==> src/rtl/decimal_to_binary.sv <==
// rtl/decimal_to_binary.sv - sequential BCD-to-binary converter, one digit per clock, MSD first
module decimal_to_binary #(
   parameter int NUM_DIGITS = 8,
   parameter int OUT_WIDTH  = 32
) (
   input  logic                    clk,
   input  logic                    rst_n,
   input  logic                    in_valid,
   output logic                    in_ready,
   input  logic [4*NUM_DIGITS-1:0] bcd_in,
   output logic                    out_valid,
   input  logic                    out_ready,
   output logic [OUT_WIDTH-1:0]    binary_out,
   output logic                    bad_digit,
   output logic                    overflow
);

   localparam int IDX_W = (NUM_DIGITS > 1) ? $clog2(NUM_DIGITS) : 1;

   typedef enum logic [1:0] {IDLE, CONV, DONE} state_t;

   state_t                  state;
   logic [4*NUM_DIGITS-1:0] bcd_r;
   logic [IDX_W-1:0]        idx;
   logic [OUT_WIDTH-1:0]    acc;
   logic                    bad_r;
   logic                    ovf_r;
   logic                    in_ready_r;
   logic                    out_valid_r;

   logic [3:0]              digit;
   logic [OUT_WIDTH+3:0]    step;

   // The latched word shifts left each step, so the current digit is always the top nibble.
   assign digit = bcd_r[4*NUM_DIGITS-1 -: 4];
   assign step  = {4'b0000, acc} * (OUT_WIDTH+4)'(10) + {{OUT_WIDTH{1'b0}}, digit};

   always_ff @(posedge clk) begin
      if (!rst_n) begin
         state       <= IDLE;
         bcd_r       <= '0;
         idx         <= '0;
         acc         <= '0;
         bad_r       <= 1'b0;
         ovf_r       <= 1'b0;
         in_ready_r  <= 1'b0;
         out_valid_r <= 1'b0;
      end else begin
         case (state)
            IDLE: begin
               if (in_valid && in_ready_r) begin
                  bcd_r      <= bcd_in;
                  idx        <= IDX_W'(NUM_DIGITS - 1);
                  acc        <= '0;
                  bad_r      <= 1'b0;
                  ovf_r      <= 1'b0;
                  in_ready_r <= 1'b0;
                  state      <= CONV;
               end else begin
                  in_ready_r <= 1'b1;
               end
            end
            CONV: begin
               acc   <= step[OUT_WIDTH-1:0];
               bcd_r <= bcd_r << 4;
               if (|step[OUT_WIDTH+3:OUT_WIDTH]) ovf_r <= 1'b1;
               if (digit > 4'd9)                 bad_r <= 1'b1;
               if (idx == '0) begin
                  out_valid_r <= 1'b1;
                  state       <= DONE;
               end else begin
                  idx <= idx - IDX_W'(1);
               end
            end
            DONE: begin
               if (out_ready) begin
                  out_valid_r <= 1'b0;
                  in_ready_r  <= 1'b1;
                  state       <= IDLE;
               end
            end
            default: begin
               out_valid_r <= 1'b0;
               in_ready_r  <= 1'b0;
               state       <= IDLE;
            end
         endcase
      end
   end

   assign in_ready   = in_ready_r;
   assign out_valid  = out_valid_r;
   assign binary_out = acc;
   assign bad_digit  = bad_r;
   assign overflow   = ovf_r;

endmodule

==> config.mk <==
export PLATFORM = sky130hd
export DESIGN_NAME = decimal_to_binary
export DESIGN_NICKNAME = d
export VERILOG_FILES = /design/src/rtl/decimal_to_binary.sv
export SDC_FILE = /design/constraint.sdc
export NUM_CORES = 1
export LEC_CHECK = 0
export BUFFER_PORTS_ARGS = -buffer_cell sky130_fd_sc_hd__buf_2
export CORE_ASPECT_RATIO = 1.1
export CORE_MARGIN = 2
export CORE_UTILIZATION = 35
export DETAILED_ROUTE_END_ITERATION = 8
export SYNTH_ARGS = -nofsm -noshare
export SYNTH_HDL_FRONTEND = slang
export SYNTH_SLANG_ARGS = --single-unit
==> constraint.sdc <==
create_clock -name clk -period 4.17 [get_ports clk]
set_input_delay 0 -clock clk [delete_from_list [all_inputs] [get_ports clk]]
set_output_delay 0 -clock clk [all_outputs]
set_load 0.02 [all_outputs]
==> metrics list, run 1 <==
- VDD IR-drop max: 0.217 mV
- Post-Syn Area per Cell: 8.00 sq um
- By startpoint and endpoint, the worst setup path is classified as reg -> reg.
- Final setup violation count: 0
- Number of standard cells after synthesis: 702
* Met3 track utilization from global routing: 4.26%
- Across all layers, the routed design uses 5563 vias.
- Of the available clock period, the critical path in the final layout requires 94.3%.
* Post-Synthesis Cell Area: 5620 sq um
* Number of global-route vias before repair: 5319
- Sum of routed wire length over all layers: 15800 microns
- Crit path required time: 4450 ps
- Global routing consumed, over all layers together, 18.4% of the routing resources.
* Tightest Pin Transition: 686 ps
- IO buf count: 71
- Reg-to-Reg End: binary_out[30]$_SDFFE_PN0P_
* Pins Over Slew Limit: 0
- Setup ws final: 240 ps
- The number of endpoints with negative hold slack in the final report was 0.
- The longest clock path from root to sink contains 2 buffers.
- met2 is the most crowded layer.
- Data arrival time of the critical path: 4210 ps
- Initial Utilization: 35.8%
* Register area share after synthesis: 26.0%
- Cell internal power was estimated by the tool at 1.30 mW.
* CP delay by family, top: simple AND/OR/NAND/NOR gates
* FF-to-FF setup slack: 240 ps
* Commonest register cell after synthesis: sky130_fd_sc_hd__dfxtp_1
- The slowest stage of the critical path is the sky130_fd_sc_hd__or4b_4 cell.
* Post-DR wirelength/cell: 15.8 microns
- 72 I/O pins were placed.
* Antenna viol nets, final: 0
- Post-synth EDFFs: 0
- The library cell used most frequently in the layout, excluding fill and tap cells, is sky130_fd_sc_hd__nor2_1.
- Once the clock tree was built, the setup fixing pass inserted 0 buffers.
- After global routing the overflow that remains totals 0.
- Post-synthesis cell type count: 68
- The startpoint identified for the worst register-to-register timing path is binary_out[3]$_SDFFE_PN0P_.
- Wire length of the first global-routing pass: 25900 microns
- The tool flagged a number of max-cap violations equal to 0.
- Number of nets at the end of the flow: 898
- Total Power Consumption: 1.77 mW
* Worst slack after detailed placement: 211 ps
- Largest fanout on the critical path: 7
* Net switching power of the design: 466 uW
- Of all flip-flops after synthesis, the portion carrying an async set or reset was 0%.
- The initial antenna violation count is 0.
- Number of storage elements in the synthesis netlist: 73
- Logic pwr share: 11.7%
- The most critical setup path has its startpoint at binary_out[3]$_SDFFE_PN0P_.
- Core Box Area: 15700 sq um
- Syn Nets: 805
- GP Congestion: 0.862
* Top library cells by usage in the layout, fill and taps aside: sky130_fd_sc_hd__nor2_1 (95), sky130_fd_sc_hd__dfxtp_1 (73), sky130_fd_sc_hd__buf_2 (71)
- The clock tree synthesis step divided the H-tree into 3 levels.
* Number of standard-cell rows in the floorplan: 48
* Buffering stage count on the worst path with inverters included: 0
- Summed over all cells, the static leakage comes to 3.00 nW.
* Result of the run: finished, final reports clean
- At the end of the flow the core is filled with cells to 43.8%.
- Layout cells sized above 1: 15.6%
* Top achievable clock speed: 254 MHz
* Element type at the critical path end: register
- The first routing iteration left 320 violations.
- STA classifies the critical path startpoint as a register.
* Endpoint, Worst Hold: state[0]$_SDFFE_PN0P_
- The number of antenna diodes in the final layout is 0.
* DRC violations left: 0
- The smallest clock period supported by the final layout is computed as 3930 ps.
- Die outline width: 125 microns
* Class of the most critical hold timing path: in -> reg
* Length in cells of the worst reg-to-reg path: 12
- Once layout is complete, the cells apart from fillers number 1000.
- Number of cells traversed by the worst hold path: 2
- Cells along the critical path: ha_1 > ha_1 > fa_1 > a211oi_4 > o31ai_4 > and3_1 > nor3_1 > nand4_1 > nand4b_1 > or4b_4 > or4_1 > nand3_1
* Count of warnings emitted by yosys: 0
- Clk Tree Root Cell: sky130_fd_sc_hd__clkbuf_16
* Worst Hold Launch: rst_n
- Dividing total power by cell area gives a power density of 257 nW/um^2.
* Clock tree from TritonCTS: yes
- Headroom to the max-slew limit came out at 54.3%.
* TritonRoute pass-1 iters: 8
- Cell Count Post-Placement: 951
* Minimum hold slack: 58.2 ps
* Largest stage delay on the critical path: 540 ps
- Global-route track usage on met2: 32.4%
- Met1 track demand over resource: 22.6%
- Post-detailed-route via-to-cell ratio: 5.56
- The clock arrives with 8.80 ps of skew.
* Fraction of power spent switching nets: 26.4%
* Height of the die: 137 microns
- Clock Sinks: 73
- Clock-pin slew was measured on the worst setup and hold paths at 60 ps.
- The die covers 17100 sq um.
* Largest net degree at the start of global routing: 65
* Synth-to-layout area growth: 22.3%
- In this run, CTS created clock tree buffers numbering 9.
- Part of the total power dissipated in the clock network: 45.8%
* Final HPWL from detailed placement: 11500 microns
* Clock latency on the worst-skew pair: 350 ps
- Sequential cells burn 42.6% of the power.
* Most used cell, CP: sky130_fd_sc_hd__ha_1
==> registers in the layout, indices dropped and copies added (netlist names) <==
| register | cells |
|---|---|
| bad_digit | 1 |
| bcd_r | 32 |
| binary_out | 32 |
| idx | 3 |
| in_ready | 1 |
| out_valid | 1 |
| overflow | 1 |
| state | 2 |
==> repair_timing <==
| action | 4_1_cts | 5_1_grt |
|---|---|---|
| hold buffers | 33 | 0 |
| endpoints found under the setup margin | 0 | 4 |
| resized for setup | 0 | 4 |
| hold endpoints to repair | 34 | 0 |
==> cell type report <==
type / instances / area, sq um
Clock buffer: 11 / 243
Clock inverter: 5 / 62.6
Fill cell: 1542 / 8800
Inverter: 9 / 33.8
Multi-Input combinational cell: 582 / 4020
Sequential cell: 73 / 1460
Tap cell: 200 / 250
Timing Repair Buffer: 120 / 806
==> cell usage after synthesis (15+ instances only) <==
library cell               count  area [sq um]
sky130_fd_sc_hd__dfxtp_1      73          1460
sky130_fd_sc_hd__o21ai_0      36           180
sky130_fd_sc_hd__a22oi_1      22           165
sky130_fd_sc_hd__nand2_1      67           251
sky130_fd_sc_hd__a21oi_1      49           245
sky130_fd_sc_hd__clkbuf_1     33           124
sky130_fd_sc_hd__xor2_1       15           131
sky130_fd_sc_hd__nor3_1       16          80.1
sky130_fd_sc_hd__a222oi_1     22           220
sky130_fd_sc_hd__xnor2_1      18           158
sky130_fd_sc_hd__ha_1         65           813
sky130_fd_sc_hd__nor2_1       95           357
sky130_fd_sc_hd__nand3_1      15          75.1
==> worst max path at each step <==
stage | to | cells after the start
6_report | binary_out[30]$_SDFFE_PN0P_ | 12
5_1_grt | overflow$_SDFFE_PN0P_ | 13
4_1_cts | binary_out[30]$_SDFFE_PN0P_ | 12
3_5_place_dp | binary_out[30]$_SDFFE_PN0P_ | 12
3_3_place_gp | overflow$_SDFFE_PN0P_ | 12
2_1_floorplan | binary_out[30]$_SDFFE_PN0P_ | 12
==> power by group through the flow <==
stage	Clock, mW	Sequential, mW	Combinational, mW
floorplan	0	0.763	0.127
global placement	0	0.767	0.181
detailed placement	0	0.767	0.181
CTS	0.819	0.752	0.205
global route	0.845	0.756	0.232
finish	0.808	0.751	0.206
==> routing by layer <==
metal | wire [microns] | up-vias
met5 | 0 | -
met4 | 253 | 0
met3 | 956 | 18
met2 | 7620 | 135
met1 | 6930 | 2562
li1 | - | 2848
==> per-stage QoR <==
| stage | cell area, sq um | TNS [ps] |
|---|---|---|
| finish | 6870 | 0 |
| global route | 6870 | -0.0506 |
| CTS | 6850 | 0 |
| detailed placement | 6210 | 0 |
| global placement | 6210 | 0 |
| floorplan | 5620 | 0 |
==> logic make-up (layout without fill, tap and decap cells) <==
kind of cell | Yosys count | after routing | synth area share, %
adders and majority gates | 67 | 67 | 15.2
and+or+nand+nor | 271 | 271 | 23.6
AOI/OAI and AO/OA | 207 | 207 | 26.2
buffers and inverters | 47 | 145 | 3.21
muxes | 4 | 4 | 0.735
DFF | 73 | 73 | 26.0
xor gates and xnor gates | 33 | 33 | 5.14
No activity file was read; power rests on OpenSTA's default activity.
==> run 2, diff against run 1 <==
--- a/config.mk
+++ b/config.mk
@@ -8,8 +8,10 @@
 export BUFFER_PORTS_ARGS = -buffer_cell sky130_fd_sc_hd__buf_2
 export CORE_ASPECT_RATIO = 1.1
 export CORE_MARGIN = 2
-export CORE_UTILIZATION = 35
+export CORE_UTILIZATION = 59
 export DETAILED_ROUTE_END_ITERATION = 8
+export PLACE_DENSITY = 0.81
+export REMOVE_ABC_BUFFERS = 1
 export SYNTH_ARGS = -nofsm -noshare
 export SYNTH_HDL_FRONTEND = slang
 export SYNTH_SLANG_ARGS = --single-unit
==> run 2 against run 1 <==
Against the previous run: total power shrank 14%; maximum frequency is 0.53% lower; first-iteration DRC count rose by 75%; critical path depth stayed put; setup slack got worse by 21 ps; cell count fell by 8.7%; sequential power hardly changed; cell area shrank 3.5%; die area down 40%; non-clock buffer count down 4; the run now ends with design-rule violations left; largest power group is now registers; core utilization rose by 27 points; flip-flop and latch count unchanged.
==> metrics list, run 2 (synthesized netlist as in run 1, its figures left out) <==
- Entering global routing, the biggest net connects 64 pins.
- Clock tree from TritonCTS: yes
- At the end of routability-driven placement, the weighted congestion stood at 0.977.
- Data arrival time of the critical path: 4260 ps
- After floorplanning, the core was sized to cover 9310 sq um.
- Origin of the critical flop-to-flop path: binary_out[3]$_SDFFE_PN0P_
- Die outline width: 97.1 microns
* Setup ws final: 219 ps
- VDD sags by at most 0.232 mV.
- Critical path launch point type: register
- RSZ-0062 raised after global routing: false
- Of all nets on the critical path, the largest fanout is 7.
- No sink is reached through more buffers than the 2 on the longest clock path.
* Number of global-route vias before repair: 5602
- The number of endpoints with negative hold slack in the final report came to 0.
* Standard cell area after detailed placement: 6080 sq um
- The min-delay analysis places its worst path in the category in -> reg.
* Leak Pwr: 2.93 nW
- Element type at the critical path end: register
- For this design the ratio of total power to cell area is 229 nW/um^2.
* Result of the run: finished, violations left
- Reg-to-Reg End: binary_out[30]$_SDFFE_PN0P_
- Endpoint, Worst Hold: state[0]$_SDFFE_PN0P_
- The initial antenna violation count is 0.
* Number of nets at the end of the flow: 894
- The die is 106 microns tall.
- The later pin in the worst-skew pair is clocked with a latency of 370 ps.
- The count of buffers added on input and output ports is 71.
* Normalized max-slew margin: 23.7%
* Clock-pin slew of the registers on the worst-case setup and hold paths: 90 ps
* Top library cells by usage in the layout, fill and taps aside: sky130_fd_sc_hd__nor2_1 (94), sky130_fd_sc_hd__dfxtp_1 (73), sky130_fd_sc_hd__buf_2 (71)
* Sum of routed wire length over all layers: 16200 microns
- Final global-route overflow total: 0
- Worst slack after detailed placement: 195 ps
* Number of ports placed on the die boundary: 72
- The first global-routing pass estimated 26400 microns of wire.
* Post-DR wirelength/cell: 17.7 microns
- Layout cells sized above 1: 15.6%
- The startpoint identified for the worst hold timing path is rst_n.
- Clock Sinks: 73
* Number of cells traversed by the worst hold path: 2
- The H-tree was split into 3 levels.
* Startpoint of the worst setup timing path: binary_out[3]$_SDFFE_PN0P_
- Crit path required time: 4480 ps
- Compared with the post-synthesis result, the final layout area differs by 18.0%.
- Total clock buffers created by CTS: 9
- Counting cells, the worst reg-to-reg path comes to 12.
* Initial Utilization: 60.4%
- Number of standard-cell rows in the floorplan: 37
- The first detailed-routing pass took 9 iterations.
* DIE AREA: 10300 sq um
- The detailed router placed 5955 vias in this run.
* Diode count: 0
* Final setup violation count: 0
- Max-cap violations in this run came to 0.
- For this run, design rule violations remaining after detail routing come to 1.
* Post-layout minimum cycle time: 3950 ps
- The number of max-slew violations in the final report came to 0.
- Final HPWL from detailed placement: 10900 microns
- Share of the cycle needed by the critical path after routing: 94.8%
- The checks that failed: design-rule violations.
* Commonest non-fill, non-tap cell in the layout: sky130_fd_sc_hd__nor2_1
- Global Route Usage Sum: 30.8%
* First-iteration detailed-routing DRC count: 560
- The detail route stage leaves a number of antenna-violating nets equal to 0.
* Worst-case clock skew: 12.8 ps
- Final standard cell area without fillers: 6630 sq um
- By startpoint and endpoint, the worst setup path is classified as reg -> reg.
- In the final timing run, aggregate negative setup slack is 0 ps.
- Tightest Pin Transition: 1140 ps
- Top achievable clock speed: 253 MHz
* Clk Tree Root Cell: sky130_fd_sc_hd__clkbuf_8
* Share of the core filled with cells in the final layout: 71.2%
- After detailed routing, the number of vias per cell comes to 6.52.
- In this run the register-to-register setup slack is 220 ps.
* Total Power Consumption: 1.52 mW
## run 2: metrics by stage
stage | hold WS, ps | std cells
5_1_grt | 39.5 | 913
3_3_place_gp | 238 | 864
3_5_place_dp | 247 | 864
2_1_floorplan | 122 | 664
4_1_cts | 20.6 | 913
6_report | 24.3 | 913
## run 2: how the worst max path moves through the flow
stage	to	slack, ps	cells past startpoint
detailed placement	binary_out[30]$_SDFFE_PN0P_	200	12
finish	binary_out[30]$_SDFFE_PN0P_	220	12
global placement	binary_out[30]$_SDFFE_PN0P_	300	12
CTS	binary_out[30]$_SDFFE_PN0P_	140	12
global route	binary_out[30]$_SDFFE_PN0P_	10	12
floorplan	binary_out[30]$_SDFFE_PN0P_	-4	12
## run 2: layer usage
layer  GRT usage, %  wire, microns  vias to the layer above  share of wire [%]
met5              0              0                        -                  0
met4           11.1            387                        0                2.4
met3           4.34            916                       35                5.7
met2           55.3           8190                      229                 51
met1           37.4           6700                     2865                 41
li1               -              -                     2826                  -
## run 2: area by class of cell
| cell class | instances | area, sq um |
|---|---|---|
| repair buffers | 116 | 776 |
| clock inverters | 7 | 58.8 |
| clock buffers | 9 | 124 |
| well taps | 117 | 146 |
| inverters | 9 | 33.8 |
| fillers | 716 | 2680 |
| multi-input cells | 582 | 4030 |
| flip-flops and latches | 73 | 1460 |
## run 2: critical path, stage by stage (launching register included)
cell and delay (ps):
sky130_fd_sc_hd__dfxtp_1 390, sky130_fd_sc_hd__ha_1 250, sky130_fd_sc_hd__ha_1 260, sky130_fd_sc_hd__fa_1 460, sky130_fd_sc_hd__a211oi_4 370, sky130_fd_sc_hd__o31ai_4 160, sky130_fd_sc_hd__xor2_1 290, sky130_fd_sc_hd__nand2_1 150
sky130_fd_sc_hd__nor3_4 260, sky130_fd_sc_hd__and3_4 260, sky130_fd_sc_hd__or4b_4 490, sky130_fd_sc_hd__or4_1 480, sky130_fd_sc_hd__nand3_1 90
## run 2: report_power, final
part | switching (mW) | internal (mW)
combinational | 0.123 | 0.0855
clock | 0.332 | 0.227
sequential | 0.0242 | 0.728
## run 2: what timing repair did
item                                   CTS  global route
endpoints found under the hold margin   34             0
setup endpoints to repair                0             9
setup buffers                            0             0
gates resized for setup                  0             7
hold buffers                            33             0
==> run 3, diff against run 2 <==
--- a/config.mk
+++ b/config.mk
@@ -6,7 +6,7 @@
 export NUM_CORES = 1
 export LEC_CHECK = 0
 export BUFFER_PORTS_ARGS = -buffer_cell sky130_fd_sc_hd__buf_2
-export CORE_ASPECT_RATIO = 1.1
+export CORE_ASPECT_RATIO = 0.9
 export CORE_MARGIN = 2
 export CORE_UTILIZATION = 59
 export DETAILED_ROUTE_END_ITERATION = 8
==> run 3 against run 2 <==
Against the previous run: the flow still finishes with violations (design-rule violations); wire length shrank 1.1%; clock skew about the same; count of clock-buffer cells in the layout is the same; die area hardly changed; first-iteration DRC count down 3.6%; register-to-register slack got worse by 20 ps; global-route usage down 0.15 points; non-clock buffer count decreased by 2; critical path depth stayed put; total power up 9.4%; cell count rose by 0.22%; critical path type unchanged; highest routed layer unchanged.
==> metrics list, run 3 (synthesized netlist as in run 1, its figures left out) <==
- For this run, the number of standard cells in the final layout without fillers is 915.
- Per report_power, the sequential group accounts for 45.2% of the total.
* Worst slack after detailed placement: 110 ps
* Pins Over Slew Limit: 0
- The tree built by TritonCTS fans out to 73 sinks.
- The floorplan step defined a die boundary enclosing 10300 sq um.
- Critical path launch point type: register
- Critical path endpoint: binary_out[30]$_SDFFE_PN0P_
- In this run, the clock network consumes 42.4% of the power.
* Normalized max-slew margin: 22.3%
* Post-layout minimum cycle time: 3970 ps
- 0 antenna diodes ended up in the layout.
* Clock tree from TritonCTS: yes
- Die outline width: 107 microns
- Layout cells sized above 1: 15.1%
- Once layout is complete, the utilization of the core stands at 72.8%.
- On the final layout, the worst hold slack is 28.7 ps.
- FF-to-FF setup slack: 200 ps
- The wire-length estimate of the detail-placed layout is 11000 microns.
- Including well taps, the total number of placed cells is 867.
* Clk Tree Root Cell: sky130_fd_sc_hd__clkbuf_8
* Total clock buffers created by CTS: 9
- Wires add up to 16000 microns.
* Internal Power: 1.21 mW
* Final setup violation count: 0
- met2 is the most crowded layer.
- Logic pwr share: 12.4%
* Number of antenna violations at the first check in global routing: 0
- The run finished, with violations left.
- Core Box Area: 9170 sq um
- The filler cells instantiated in the layout total 713.
- The first global-routing pass estimated 25400 microns of wire.
- For this run, global-route usage on met1 was measured as 39.9%.
- Final TNS setup: 0 ps
* Final global-route overflow total: 0
- In the routed design, unresolved DRC markers number 3.
* PwrDens: 249 nW/um^2
- Global-route track usage on met2: 52.8%
- Met3 track utilization from global routing: 5.43%
- Net switching is 27.1% of the power.
- At the pin with the least slew margin, the transition time is 1170 ps.
- The H-tree was split into 3 levels.
- At the end of routability-driven placement, the weighted congestion stood at 0.942.
- During I/O placement, the number of pins put on the boundary was 72.
- Largest net degree at the start of global routing: 65
- Across the VDD grid, the largest voltage drop is 0.267 mV.
- Element type at the critical path end: register
* Height of the die: 96.6 microns
* Reg-to-Reg End: binary_out[30]$_SDFFE_PN0P_
* RSZ-0062 raised after global routing: false
- Largest fanout on the critical path: 7
* First-iteration detailed-routing DRC count: 540
- The tightest min-delay check is of the in -> reg type.
* Number of nets at the end of the flow: 892
- In this run the power spent charging and discharging nets is 451 uW.
* Number of setup buffers added after CTS: 0
* IO buf count: 71
- Once routing completed, OpenROAD measured the worst setup slack at 198 ps.
- Synth-to-layout area growth: 18.7%
* Origin of the critical flop-to-flop path: binary_out[3]$_SDFFE_PN0P_
- Initial Utilization: 61.3%
* Share of the cycle needed by the critical path after routing: 95.3%
- The worst setup path is of the reg -> reg kind.
- Number of global-route vias before repair: 5438
* Post-detailed-route via-to-cell ratio: 6.44
- The detail route stage leaves a number of antenna-violating nets equal to 0.
- Commonest non-fill, non-tap cell in the layout: sky130_fd_sc_hd__nor2_1
- Global Route Usage Sum: 30.6%
- Clock-pin slew of the registers on the worst-case setup and hold paths: 90 ps
* Data arrival time of the critical path: 4270 ps
* Max-cap violations: 0
- Across the routed clock network, the largest skew measured is 13.0 ps.
- Leak Pwr: 2.95 nW
* Total vias in the final route: 5890
- For the worst-skew pair, the clock arrives at the later sink with an insertion delay of 360 ps.
- After detailed routing, the average wire length per cell comes to 17.5 microns.
- The number of endpoints with negative hold slack in the final report is 0.
- After floorplanning, the core was divided into 33 placement rows.
- No sink is reached through more buffers than the 2 on the longest clock path.
- TritonRoute pass-1 iters: 9
* Startpoint of the worst setup timing path: binary_out[3]$_SDFFE_PN0P_
* Top library cells by usage in the layout, fill and taps aside: sky130_fd_sc_hd__nor2_1 (95), sky130_fd_sc_hd__dfxtp_1 (73), sky130_fd_sc_hd__buf_2 (71)
- Violated checks: design-rule violations
- For this run, the top clock speed supported by timing is 252 MHz.
* Crit path required time: 4470 ps
* Length in cells of the worst reg-to-reg path: 12
## run 3: changes by cell type in the layout (fill, tap and decap cells not counted)
cell,delta
sky130_fd_sc_hd__bufinv_16,+3
sky130_fd_sc_hd__clkinvlp_4,-1
sky130_fd_sc_hd__a21oi_1,+1
sky130_fd_sc_hd__buf_4,-2
sky130_fd_sc_hd__a21oi_2,-1
sky130_fd_sc_hd__a211oi_4,-1
sky130_fd_sc_hd__nor2_2,-1
sky130_fd_sc_hd__a211oi_2,+1
sky130_fd_sc_hd__inv_6,-3
sky130_fd_sc_hd__nor2_1,+1
sky130_fd_sc_hd__nor4bb_2,+1
sky130_fd_sc_hd__nor4bb_1,-1
## run 3: area by class of cell
cell class / instances / area [sq um] / share of cell area (%)
multi-input combinational: 582 / 4020 / 60.3
inverter: 9 / 33.8 / 0.507
clock buffer: 9 / 124 / 1.86
clock inverter: 6 / 115 / 1.73
tap: 122 / 153 / 2.29
timing repair buffer: 114 / 761 / 11.4
sequential: 73 / 1460 / 21.9
## run 3: routing by layer
metal	wire [microns]	vias to the layer above
li1	-	2815
met1	7000	2808
met2	7580	239
met3	1220	28
met4	218	0
met5	0	-
## run 3: repair_timing
item                                   4_1_cts  5_1_grt
hold buffers                                32        1
endpoints found under the hold margin       32        1
setup endpoints to repair                    0        8
resized for setup                            0        5
## run 3: metrics by stage
stage	total power, mW	instance area (sq um)
floorplan	0.878	5470
global placement	0.933	6070
detailed placement	0.943	6070
CTS	1.66	6630
global route	1.72	6670
finish	1.66	6670
## run 3: how the worst min path moves through the flow
stage,startpoint,endpoint,cells past startpoint,slack [ps]
after floorplan,rst_n,state[0]$_SDFFE_PN0P_,1,120
after global placement,bcd_in[3],bcd_r[3]$_SDFFE_PN0P_,3,240
after detailed placement,bcd_in[3],bcd_r[3]$_SDFFE_PN0P_,3,250
after CTS,out_ready,in_ready$_SDFFE_PN0P_,3,3
after global routing,rst_n,state[0]$_SDFFE_PN0P_,2,30
final,rst_n,state[0]$_SDFFE_PN0P_,2,30
## run 3: critical path, cell delays in order, from the launching register on
cell and delay [ps]:
sky130_fd_sc_hd__dfxtp_1 400, sky130_fd_sc_hd__ha_1 260, sky130_fd_sc_hd__ha_1 260, sky130_fd_sc_hd__fa_1 460
sky130_fd_sc_hd__a211oi_4 360, sky130_fd_sc_hd__o31ai_4 150, sky130_fd_sc_hd__xor2_1 280, sky130_fd_sc_hd__nand2_1 160
sky130_fd_sc_hd__nor3_4 260, sky130_fd_sc_hd__and3_4 260, sky130_fd_sc_hd__or4b_4 480, sky130_fd_sc_hd__or4_1 490
sky130_fd_sc_hd__nand3_1 90
## run 3: power by group through the flow
stage,clock (mW),combinational (mW),sequential (mW)
finish,0.706,0.206,0.752
global route,0.740,0.227,0.755
detailed placement,0,0.177,0.767
floorplan,0,0.113,0.765
CTS,0.706,0.200,0.750
global placement,0,0.169,0.764
